===== src/rtl/key_search_coordinator.sv =====
// key_search_coordinator: launches a bank of brute-force key-search cores over
// contiguous sub-ranges of [KEY_MIN, KEY_MAX], resolves the first core to find a
// key (lowest index wins a tie), stops the bank and latches the result.
// Failure is reported when every core has exhausted its range or the cycle
// budget runs out. All status outputs, including LEDR, come straight from flops.
module key_search_coordinator #(
    parameter int                    NUM_CORES = 4,
    parameter int                    KEY_WIDTH = 24,
    parameter logic [KEY_WIDTH-1:0]  KEY_MIN   = 24'h000000,
    parameter logic [KEY_WIDTH-1:0]  KEY_MAX   = 24'h3FFFFF,
    parameter int                    CNT_WIDTH = 32,
    parameter logic [CNT_WIDTH-1:0]  TIMEOUT   = 32'd0,
    localparam int                   WIN_W     = (NUM_CORES > 1) ? $clog2(NUM_CORES) : 1
) (
    input  logic                           CLOCK_50,
    input  logic                           reset,
    input  logic                           start,
    output logic [NUM_CORES-1:0]           core_start,
    output logic                           core_stop,
    output logic [NUM_CORES*KEY_WIDTH-1:0] core_lo,
    output logic [NUM_CORES*KEY_WIDTH-1:0] core_hi,
    input  logic [NUM_CORES-1:0]           core_found,
    input  logic [NUM_CORES-1:0]           core_exhausted,
    input  logic [NUM_CORES*KEY_WIDTH-1:0] core_key,
    output logic                           busy,
    output logic                           found,
    output logic                           failed,
    output logic                           timed_out,
    output logic [KEY_WIDTH-1:0]           key,
    output logic [WIN_W-1:0]               winner,
    output logic [CNT_WIDTH-1:0]           cycles,
    output logic [9:0]                     LEDR
);

    typedef enum logic [2:0] {
        S_IDLE   = 3'd0,
        S_LAUNCH = 3'd1,
        S_SEARCH = 3'd2,
        S_FOUND  = 3'd3,
        S_FAIL   = 3'd4
    } state_t;

    // Range arithmetic is done one bit wider so a full-width span does not wrap.
    localparam logic [KEY_WIDTH:0] ONE_W   = (KEY_WIDTH+1)'(1);
    localparam logic [KEY_WIDTH:0] SPAN    = {1'b0, KEY_MAX} - {1'b0, KEY_MIN} + ONE_W;
    localparam logic [KEY_WIDTH:0] NCORE_W = (KEY_WIDTH+1)'(NUM_CORES);
    localparam logic [KEY_WIDTH:0] CHUNK   = SPAN / NCORE_W;
    localparam logic [CNT_WIDTH-1:0] TIMEOUT_LAST = TIMEOUT - CNT_WIDTH'(1);

    // Static per-core ranges; the last core absorbs the division remainder.
    for (genvar i = 0; i < NUM_CORES; i++) begin : g_range
        localparam logic [KEY_WIDTH:0] IDX = (KEY_WIDTH+1)'(i);
        localparam logic [KEY_WIDTH:0] LO  = {1'b0, KEY_MIN} + IDX * CHUNK;
        localparam logic [KEY_WIDTH:0] HI  = (i == NUM_CORES-1) ? {1'b0, KEY_MAX}
                                                                 : (LO + CHUNK - ONE_W);
        assign core_lo[i*KEY_WIDTH +: KEY_WIDTH] = LO[KEY_WIDTH-1:0];
        assign core_hi[i*KEY_WIDTH +: KEY_WIDTH] = HI[KEY_WIDTH-1:0];
    end

    state_t                 state_r,  state_s;
    logic [NUM_CORES-1:0]   mask_r,   mask_s;
    logic [CNT_WIDTH-1:0]   cycles_r, cycles_s;
    logic [KEY_WIDTH-1:0]   key_r,    key_s;
    logic [WIN_W-1:0]       winner_r, winner_s;
    logic                   found_r,  found_s;
    logic                   failed_r, failed_s;
    logic                   timed_r,  timed_s;
    logic                   busy_r,   busy_s;
    logic                   stop_r,   stop_s;
    logic [NUM_CORES-1:0]   cstart_r, cstart_s;
    logic [9:0]             ledr_r,   ledr_s;

    logic [NUM_CORES-1:0]   mask_or_s;
    logic [WIN_W-1:0]       hit_idx_s;
    logic [KEY_WIDTH-1:0]   hit_key_s;
    logic [63:0]            win_wide_s;

    // Priority encoder: lowest-index found core and its reported key.
    always_comb begin
        hit_idx_s = '0;
        hit_key_s = '0;
        for (int i = NUM_CORES-1; i >= 0; i--) begin
            if (core_found[i]) begin
                hit_idx_s = WIN_W'(i);
                hit_key_s = core_key[i*KEY_WIDTH +: KEY_WIDTH];
            end else begin
                hit_idx_s = hit_idx_s;
            end
        end
    end

    // Next-state and next-output logic; every registered output is computed here.
    always_comb begin
        state_s    = state_r;
        mask_s     = mask_r;
        cycles_s   = cycles_r;
        key_s      = key_r;
        winner_s   = winner_r;
        found_s    = found_r;
        failed_s   = failed_r;
        timed_s    = timed_r;
        stop_s     = stop_r;
        busy_s     = 1'b0;
        cstart_s   = '0;
        mask_or_s  = mask_r | core_exhausted;
        case (state_r)
            S_IDLE, S_FOUND, S_FAIL: begin
                if (start) begin
                    state_s  = S_LAUNCH;
                    mask_s   = '0;
                    cycles_s = '0;
                    key_s    = '0;
                    winner_s = '0;
                    found_s  = 1'b0;
                    failed_s = 1'b0;
                    timed_s  = 1'b0;
                    stop_s   = 1'b0;
                    busy_s   = 1'b1;
                    cstart_s = '1;
                end else begin
                    state_s = state_r;
                end
            end
            S_LAUNCH: begin
                // Core status is not trusted until the cores have seen the launch.
                state_s = S_SEARCH;
                busy_s  = 1'b1;
            end
            S_SEARCH: begin
                busy_s   = 1'b1;
                mask_s   = mask_or_s;
                cycles_s = (cycles_r == {CNT_WIDTH{1'b1}}) ? cycles_r : (cycles_r + CNT_WIDTH'(1));
                if (|core_found) begin
                    state_s  = S_FOUND;
                    found_s  = 1'b1;
                    key_s    = hit_key_s;
                    winner_s = hit_idx_s;
                    stop_s   = 1'b1;
                    busy_s   = 1'b0;
                end else if (&mask_or_s) begin
                    state_s  = S_FAIL;
                    failed_s = 1'b1;
                    key_s    = '0;
                    winner_s = '0;
                    stop_s   = 1'b1;
                    busy_s   = 1'b0;
                end else if ((TIMEOUT != '0) && (cycles_r == TIMEOUT_LAST)) begin
                    state_s  = S_FAIL;
                    failed_s = 1'b1;
                    timed_s  = 1'b1;
                    key_s    = '0;
                    winner_s = '0;
                    stop_s   = 1'b1;
                    busy_s   = 1'b0;
                end else begin
                    state_s = S_SEARCH;
                end
            end
            default: begin
                state_s = S_IDLE;
            end
        endcase
        win_wide_s = 64'(winner_s);
        ledr_s     = {win_wide_s[5:0], timed_s, busy_s, ~found_s, found_s};
    end

    // State and output registers with synchronous reset.
    always_ff @(posedge CLOCK_50) begin
        if (reset) begin
            state_r  <= S_IDLE;
            mask_r   <= '0;
            cycles_r <= '0;
            key_r    <= '0;
            winner_r <= '0;
            found_r  <= 1'b0;
            failed_r <= 1'b0;
            timed_r  <= 1'b0;
            busy_r   <= 1'b0;
            stop_r   <= 1'b0;
            cstart_r <= '0;
            ledr_r   <= 10'b00_0000_0010;
        end else begin
            state_r  <= state_s;
            mask_r   <= mask_s;
            cycles_r <= cycles_s;
            key_r    <= key_s;
            winner_r <= winner_s;
            found_r  <= found_s;
            failed_r <= failed_s;
            timed_r  <= timed_s;
            busy_r   <= busy_s;
            stop_r   <= stop_s;
            cstart_r <= cstart_s;
            ledr_r   <= ledr_s;
        end
    end

    assign core_start = cstart_r;
    assign core_stop  = stop_r;
    assign busy       = busy_r;
    assign found      = found_r;
    assign failed     = failed_r;
    assign timed_out  = timed_r;
    assign key        = key_r;
    assign winner     = winner_r;
    assign cycles     = cycles_r;
    assign LEDR       = ledr_r;

endmodule


===== config.mk =====
export PLATFORM = sky130hd
export DESIGN_NAME = key_search_coordinator
export DESIGN_NICKNAME = d
export VERILOG_FILES = /design/src/rtl/key_search_coordinator.sv
export SDC_FILE = /design/constraint.sdc
export NUM_CORES = 1
export LEC_CHECK = 0
export ABC_AREA = 1
export ABC_CLOCK_PERIOD_IN_PS = 2100
export CAP_MARGIN = 40
export CORE_AREA = 4 4 146 148
export DETAILED_ROUTE_END_ITERATION = 8
export DIE_AREA = 0 0 150 152
export PLACE_DENSITY = 0.68
export SETUP_SLACK_MARGIN = 0.02
export SYNTH_ARGS = -nofsm -noshare
export SYNTH_HDL_FRONTEND = slang
export SYNTH_SLANG_ARGS = --single-unit

===== constraint.sdc =====
create_clock -name CLOCK_50 -period 2.1 [get_ports CLOCK_50]
set_input_delay 0.42 -clock CLOCK_50 [delete_from_list [all_inputs] [get_ports CLOCK_50]]
set_output_delay 0.42 -clock CLOCK_50 [all_outputs]
set_load 0.02 [all_outputs]

Word level (Yosys, flattened, before mapping)
Index checks and enable logic that the tools add are counted.

Register bits after elaboration: 84. Bits of input ports: 107. Output and inout bits: 269. Word-level logic and storage cells: 78.

$add $sub $neg: 1. Eq/ne operators: 10. Mux-type cells: 41. Bitwise logic cells: 3. Reductions and logical operators: 10.

Operator list (number): 24-bit 2-to-1 mux (7); 32-bit 2-to-1 mux (2); 32-bit one-hot mux with 2 select lines (1); 24-bit one-hot mux with 2 select lines (1); 32-bit by 1-bit adder with 32-bit output, second input constant (1); 32-bit equality test, second input constant (1); 2-bit 2-to-1 mux (7); 1-bit 2-to-1 mux (11); 3-bit 2-to-1 mux (3); 3-bit one-hot mux with 3 select lines (1); 4-bit 2-to-1 mux (2); 2-bit inequality test, second input constant (4); 4-bit one-hot mux with 2 select lines (1); 4-bit AND reduction (2); 3-bit by 2-bit equality test with 1-bit output, second input constant (2); 1-bit one-hot mux with 2 select lines (3); 3-bit AND reduction (2); 4-bit OR (1); 2-bit one-hot mux with 2 select lines (1); 4-bit OR reduction (1); 3-bit by 1-bit equality test with 1-bit output, second input constant (1); 3-bit equality test, second input constant (1); 3-bit zero test (1); 3-bit inequality test, second input constant (1); other kinds (6) (7).

Depth between registers and ports, before layout
Gate-level depths: netlist (run 1).

Word-level depth: 6. Mapped depth: 12.

Worst setup path before layout (run 1)
No wires, ideal clock.

Path type: register to register. Start: register cycles_r[0] (netlist: cycles[0]). End: register cycles_r[19] (netlist: cycles[19]). Arrival: 1.760 ns. Setup slack: 0.231 ns. Stages on the path, launching flop included: 12. Buffers on the path: 1. Clock period less this slack: 1.869 ns. Cells stage by stage: dfxtp_1 -> ha_1 -> nand2_2 -> nor2_4 -> nand2_2 -> nor2_4 -> nand3_4 -> buf_2 -> nand3b_1 -> nand2_1 -> nand2_1 -> inv_1.

Longest elaborated chain between the ends: 3.

RTL lines: start, declared (line 62) `logic [CNT_WIDTH-1:0] cycles_r, cycles_s;`; start signal, assigned (line 185) `cycles_r <= cycles_s;`; 32-bit by 1-bit adder with 32-bit output or 32-bit equality test (tied branches) (line 132) `cycles_s = (cycles_r == {CNT_WIDTH{1'b1}}) ? cycles_r : (cycles_r + CNT_WIDTH'(1));`; 32-bit 2-to-1 mux or 2-bit inequality test (tied branches); 32-bit one-hot mux with 2 select lines or 3-bit AND reduction (tied branches).

Several ways; a longest one is shown, not always the timed one. The select of a mux whose other input is x is not followed. A chain may end at the register's enable or synchronous reset.

Worst setup path in the final report (run 1)
Start: register cycles_r[9] (netlist: cycles[9]). End: output port cycles[9].

RTL lines: end, declared (line 31) `output logic [CNT_WIDTH-1:0] cycles,`.

No word-level cell between the ends.

==> impl_metrics.py, run 1 <==
metrics = {
    "timing": {
        "hold_viol_final": 0,
        "skew_ns": 0.0100,
        "setup_viol": 0,
        "drv_slew": 0,
        "hold_slack_ns": 0.469,
        "period_needed_ns": 1.94,
        "min_period_over_period_pct": 92.3,
        "rsz0062_at_grt": "no",
        "max_freq_ghz": 0.516,
        "tns_ns": 0,
    },
    "die": {
        "core-area_mm2": 0.0200,
        "die_area_mm2": 0.0228,
        "die_w_um": 150,
        "die_h_um": 152,
        "top_level_ports": 376,
        "rows": 52,
        "initial_core_util_pct": 29.4,
    },
    "critical_path": {
        "cp_top_family": "buffers and inverters",
        "cp_data_arrival_time_ns": 1.52,
        "worst-path-buf-inv": 2,
        "crit_required_ns": 1.68,
        "critical_path_class": "reg -> out",
        "critPathLaunchType": "register",
        "crit_chain": "buf_4 -> clkdlybuf4s50_1",
        "max_stage_delay_ns": 0.60,
        "crit_path_end_kind": "primary output",
        "cp_slowest_cell": "clkdlybuf4s50_1",
        "cp_max_fo": 5,
    },
    "detailed_routing": {
        "dr.pass1.iters": 5,
        "wl_per_cell_um": 13.1,
        "routed_via_density": 4.18,
        "wirelength_um": 17800,
        "ant_nets": 0,
        "num_vias": 5666,
        "detail_route.drc_violations": 0,
        "drt_iter0_markers": 303,
    },
    "cts": {
        "hold_buffers": 0,
        "clk_pin_slew_worst_paths_ns": 0.06,
        "clk_latency_ns": 0.34,
        "cts.path.max_buffers": 2,
        "cts_root_buffer": "clkbuf_16",
        "clkSinkCount": 71,
        "cts_inserted_buffers": 9,
        "cts_setup_buffers": 0,
        "cts_resized": 0,
        "cts_tree": "done",
        "cts_max_level": 3,
    },
    "synthesis": {
        "yosysTopAreaCell": "buf_4",
        "synth.top_cell.area_share_pct": 26.2,
        "synth_cell_types": 39,
        "async_flop_share_pct": 0,
        "synth_cells": 904,
        "synthTopCellsByArea": "buf_4, dfxtp_1, nand2_1",
        "yosysWarnings": 0,
        "synth.yosys.seq_area_share_pct": 24.1,
        "synthesis.area_mm2": 0.00589,
        "ys_ff_latch": 71,
        "synthFlopType": "dfxtp_1",
        "synth_area_per_cell_um2": 6.52,
        "synth-edff-count": 0,
    },
    "placed_design": {
        "io_buffers": 177,
        "place.gp.congestion": 0.909,
        "placement.cell_area_mm2": 0.00732,
        "hpwlAfterDp_um": 14500,
        "placed_cells": 1340,
    },
    "global_routing": {
        "track_usage_pct": 14.7,
        "antenna_found_initial": 0,
        "grt_pass1_vias": 5097,
        "grt_start_max_net_pins": 30,
        "grt-ovfl-total": 0,
        "grt_pass1_wl_um": 27100,
    },
    "layout": {
        "regArea_mm2": 0.00142,
        "nets": 1189,
        "syn_to_final_growth_pct": 29.8,
        "fin_cells": 1356,
        "fillers": 2182,
        "multiInputGateArea_mm2": 0.00334,
        "fin_area_mm2": 0.00765,
        "layout-drive-gt1-share_pct": 8.84,
        "antenna_cells": 0,
    },
    "power": {
        "power_density_mw_per_mm2": 817,
        "internal-power_mw": 3.73,
        "combPwrFrac_pct": 44.2,
        "p_leak_nw": 3.17,
        "p_seq_share_pct": 28.4,
        "net-switching-power_mw": 2.51,
        "peakVddDrop_uv": 378,
        "p_total_mw": 6.25,
        "power_frac_clock_pct": 27.4,
        "swShare_pct": 40.2,
    },
    "job": {
        "max_cap_viol_count": 0,
    },
    "outcome": {
        "status": "completed",
    },
    "worst_hold_path": {
        "min_path_type": "reg -> reg",
    },
}
sequential cells by signal, summed over array words and instances, names as in the netlist:
register    cells
key            24
core_start      1
core_stop       1
LEDR            4
cycles         32
winner          1
failed          1
state_r         3
mask_r          4
path summary, 6_finish.rpt:
kind,cells past startpoint,slack (ns),startpoint,to
hold / removal,2,0.47,failed,failed
setup / recovery,2,0.16,cycles[9],cycles[9]
hold reg to reg,2,0.47,failed,failed
setup reg to reg,9,0.26,cycles[5],cycles[28]
cells in the mapped netlist, types with 5 or more instances:
master      n
clkbuf_1   14
dfxtp_1    71
o22ai_1    23
a31oi_1    24
or2_2       8
o21ai_1     8
nor2_1    115
inv_1      41
nor3_1     24
nand2_1   195
buf_4     206
a21oi_2    14
nand2_2    11
buf_2      13
nand3_1    55
a21oi_1    15
o21ai_0    26
nor2_2      5
layout make-up:
type,count,area share [%]
clock inverter,6,1.21
timing repair buffer,207,26.8
clock buffer,10,3.12
tap,270,4.42
sequential,71,18.6
inverter,47,2.31
multi-input combinational,745,43.6
tightest hold or removal path: cells and delay by family (launching register included):
kind	cells	cell delay (ns)
AO/OA/AOI/OAI	1	0.05
flip-flops	1	0.31
AND/OR/NAND/NOR	1	0.06
power groups by stage:
stage          logic, mW  clock network, mW  registers, mW
2_1_floorplan       1.73                  0           2.01
3_3_place_gp        2.75                  0           1.81
3_5_place_dp        2.77                  0           1.81
4_1_cts             2.78               1.76           1.78
5_1_grt             2.99               1.82           1.80
6_report            2.76               1.71           1.77
per-layer routing:
layer / track usage (%) / vias up / part of all wire [%] / wire length [um]
met5: 0 / - / 0 / 0
li1: - / 2871 / - / -
met4: 4.53 / 0 / 1.7 / 305
met3: 3.72 / 20 / 8.7 / 1540
met2: 25.7 / 276 / 50 / 8870
met1: 17.6 / 2499 / 40 / 7030
cell usage in the layout (no fill, tap or decap), types with 2 or more instances in the layout:
master,instances
conb_1,198
nand2_1,195
clkdlybuf4s50_1,177
nor2_1,115
dfxtp_1,71
nand3_1,55
inv_1,41
o21ai_0,26
buf_4,26
a31oi_1,24
nor3_1,24
o22ai_1,23
a21oi_1,15
a21oi_2,14
nand2_2,11
clkbuf_16,9
o21ai_1,8
or2_2,8
nor2_2,5
inv_2,4
nor2_4,4
nand4_1,4
buf_12,4
clkinv_1,2
nand3b_1,2
xor2_1,2
bufinv_16,2
clkinvlp_4,2
metrics by stage:
step | utilization [%] | setup slack, ns
floorplan | - | 0.231
global placement | 36.5 | 0.134
detailed placement | 36.5 | 0.0477
CTS | 38.2 | 0.142
global route | 38.2 | 0.0610
finish | 38.2 | 0.162
cells by family (layout without fill, tap and decap cells):
logic type	Yosys count	after routing	synth area share [%]
and+or+nand+nor	428	428	31.3
buffers and inverters	284	270	31.7
AOI/OAI and AO/OA	116	116	12.2
DFF	71	71	24.1
other	2	198	0.127
xor gates and xnor gates	2	2	0.297
adders and majority gates	1	1	0.212
(Power assumes the default switching activity.)
==> run 2: changes to the inputs <==
--- a/config.mk
+++ b/config.mk
@@ -6,7 +6,7 @@
 export NUM_CORES = 1
 export LEC_CHECK = 0
 export ABC_AREA = 1
-export ABC_CLOCK_PERIOD_IN_PS = 2100
+export ABC_CLOCK_PERIOD_IN_PS = 2200
 export CAP_MARGIN = 40
 export CORE_AREA = 4 4 146 148
 export DETAILED_ROUTE_END_ITERATION = 8
==> constraint.sdc (replaced) <==
create_clock -name CLOCK_50 -period 2.2 [get_ports CLOCK_50]
set_input_delay 0.44 -clock CLOCK_50 [delete_from_list [all_inputs] [get_ports CLOCK_50]]
set_output_delay 0.44 -clock CLOCK_50 [all_outputs]
set_load 0.02 [all_outputs]
==> impl_metrics.py, run 2 (synthesis results as in run 1) <==
metrics = {
    "critical_path": {
        "crit_required_ns": 1.76,
        "crit_path_end_kind": "primary output",
        "cp_max_fo": 7,
        "cp_data_arrival_time_ns": 1.55,
        "max_stage_delay_ns": 0.68,
        "cp_slowest_cell": "clkdlybuf4s50_1",
        "worst-path-buf-inv": 1,
        "crit_chain": "clkdlybuf4s50_1",
        "critPathLaunchType": "register",
        "cp_top_family": "buffers and inverters",
        "critical_path_class": "reg -> out",
    },
    "timing": {
        "max_freq_ghz": 0.502,
        "min_period_over_period_pct": 90.5,
        "drv_slew": 0,
        "hold_viol_final": 0,
        "period_needed_ns": 1.99,
        "rsz0062_at_grt": "no",
        "skew_ns": 0.00636,
        "tns_ns": 0,
        "fin_ws_ns": 0.209,
        "setup_viol": 0,
    },
    "detailed_routing": {
        "num_vias": 5672,
        "wl_per_cell_um": 13.2,
        "dr.pass1.iters": 5,
        "routed_via_density": 4.20,
        "detail_route.drc_violations": 0,
        "drt_iter0_markers": 312,
        "wirelength_um": 17900,
        "ant_nets": 0,
    },
    "layout": {
        "largest_reg_flops": 32,
        "syn_to_final_growth_pct": 29.2,
        "fin_area_mm2": 0.00761,
        "nets": 1182,
        "final_common_cell": "conb_1",
        "multiInputGateArea_mm2": 0.00334,
        "layout-drive-gt1-share_pct": 8.25,
        "fillers": 2181,
        "antenna_cells": 0,
        "regArea_mm2": 0.00142,
        "fin_cells": 1349,
        "mostFrequentLayoutCells": "conb_1, nand2_1, clkdlybuf4s50_1, nor2_1, dfxtp_1",
    },
    "cts": {
        "clkSinkCount": 71,
        "hold_buffers": 0,
        "cts_resized": 0,
        "cts_tree": "done",
        "cts_root_buffer": "clkbuf_16",
        "clk_pin_slew_worst_paths_ns": 0.06,
        "cts.path.max_buffers": 2,
        "cts_inserted_buffers": 9,
        "cts_max_level": 3,
        "cts_setup_buffers": 0,
        "clk_latency_ns": 0.35,
    },
    "die": {
        "rows": 52,
        "top_level_ports": 376,
        "die_w_um": 150,
        "die_area_mm2": 0.0228,
        "initial_core_util_pct": 29.4,
        "die_h_um": 152,
        "core-area_mm2": 0.0200,
    },
    "power": {
        "p_leak_nw": 3.15,
        "peakVddDrop_uv": 411,
        "power_density_mw_per_mm2": 794,
    },
    "placed_design": {
        "place.gp.congestion": 0.921,
        "placement.cell_area_mm2": 0.00727,
        "hpwlAfterDp_um": 14300,
        "post-place-ws_ns": 0.160,
        "io_buffers": 177,
        "placed_cells": 1333,
    },
    "global_routing": {
        "antenna_found_initial": 0,
        "grt_pass1_vias": 5232,
        "grt_pass1_wl_um": 27300,
        "grt-ovfl-total": 0,
        "grt_start_max_net_pins": 30,
        "track_usage_pct": 14.8,
    },
    "worst_hold_path": {
        "min_path_type": "reg -> reg",
    },
    "job": {
        "max_cap_viol_count": 0,
    },
    "outcome": {
        "status": "completed",
    },
}
## run 2: cell types whose count changed in the layout (fill, tap and decap cells not counted), sizes merged
cell,change
clkinv,+3
bufinv,+1
inv,-1
clkinvlp,-2
buf,-7
clkbuf,-1
## run 2: worst paths after layout
kind           endpoint  slack (ns)  depth (start not counted)        from
min reg2reg      failed        0.46                          2      failed
min              failed        0.46                          2      failed
max reg2reg  cycles[28]        0.33                         10   cycles[1]
max          cycles[28]        0.21                          1  cycles[28]
## run 2: cell type report
type                    count  share of cell area, %
multi-input cells         745                   43.8
repair buffers            200                   26.2
flip-flops and latches     71                   18.7
well taps                 270                   4.44
clock buffers               9                   2.96
inverters                  47                   2.32
clock inverters             7                   1.59
## run 2: where the power goes
group | internal [mW] | switching [mW]
Combinational | 0.992 | 1.63
Clock | 1.11 | 0.624
Sequential | 1.52 | 0.166
## run 2: stage by stage
step	utilization (%)	total power, mW	hold WS (ns)
finish	38.0	6.04	0.464
global route	38.0	6.37	0.484
CTS	38.0	6.10	0.467
detailed placement	36.3	4.34	0.458
global placement	36.3	4.31	0.450
floorplan	-	3.56	0.454
## run 2: routing by layer
layer	share of wire, %	vias to the layer above	GRT usage [%]
met2	50	263	26.1
met1	39	2531	17.2
li1	-	2854	-
met5	0	-	0
met4	2.0	0	5.80
met3	8.6	24	3.52
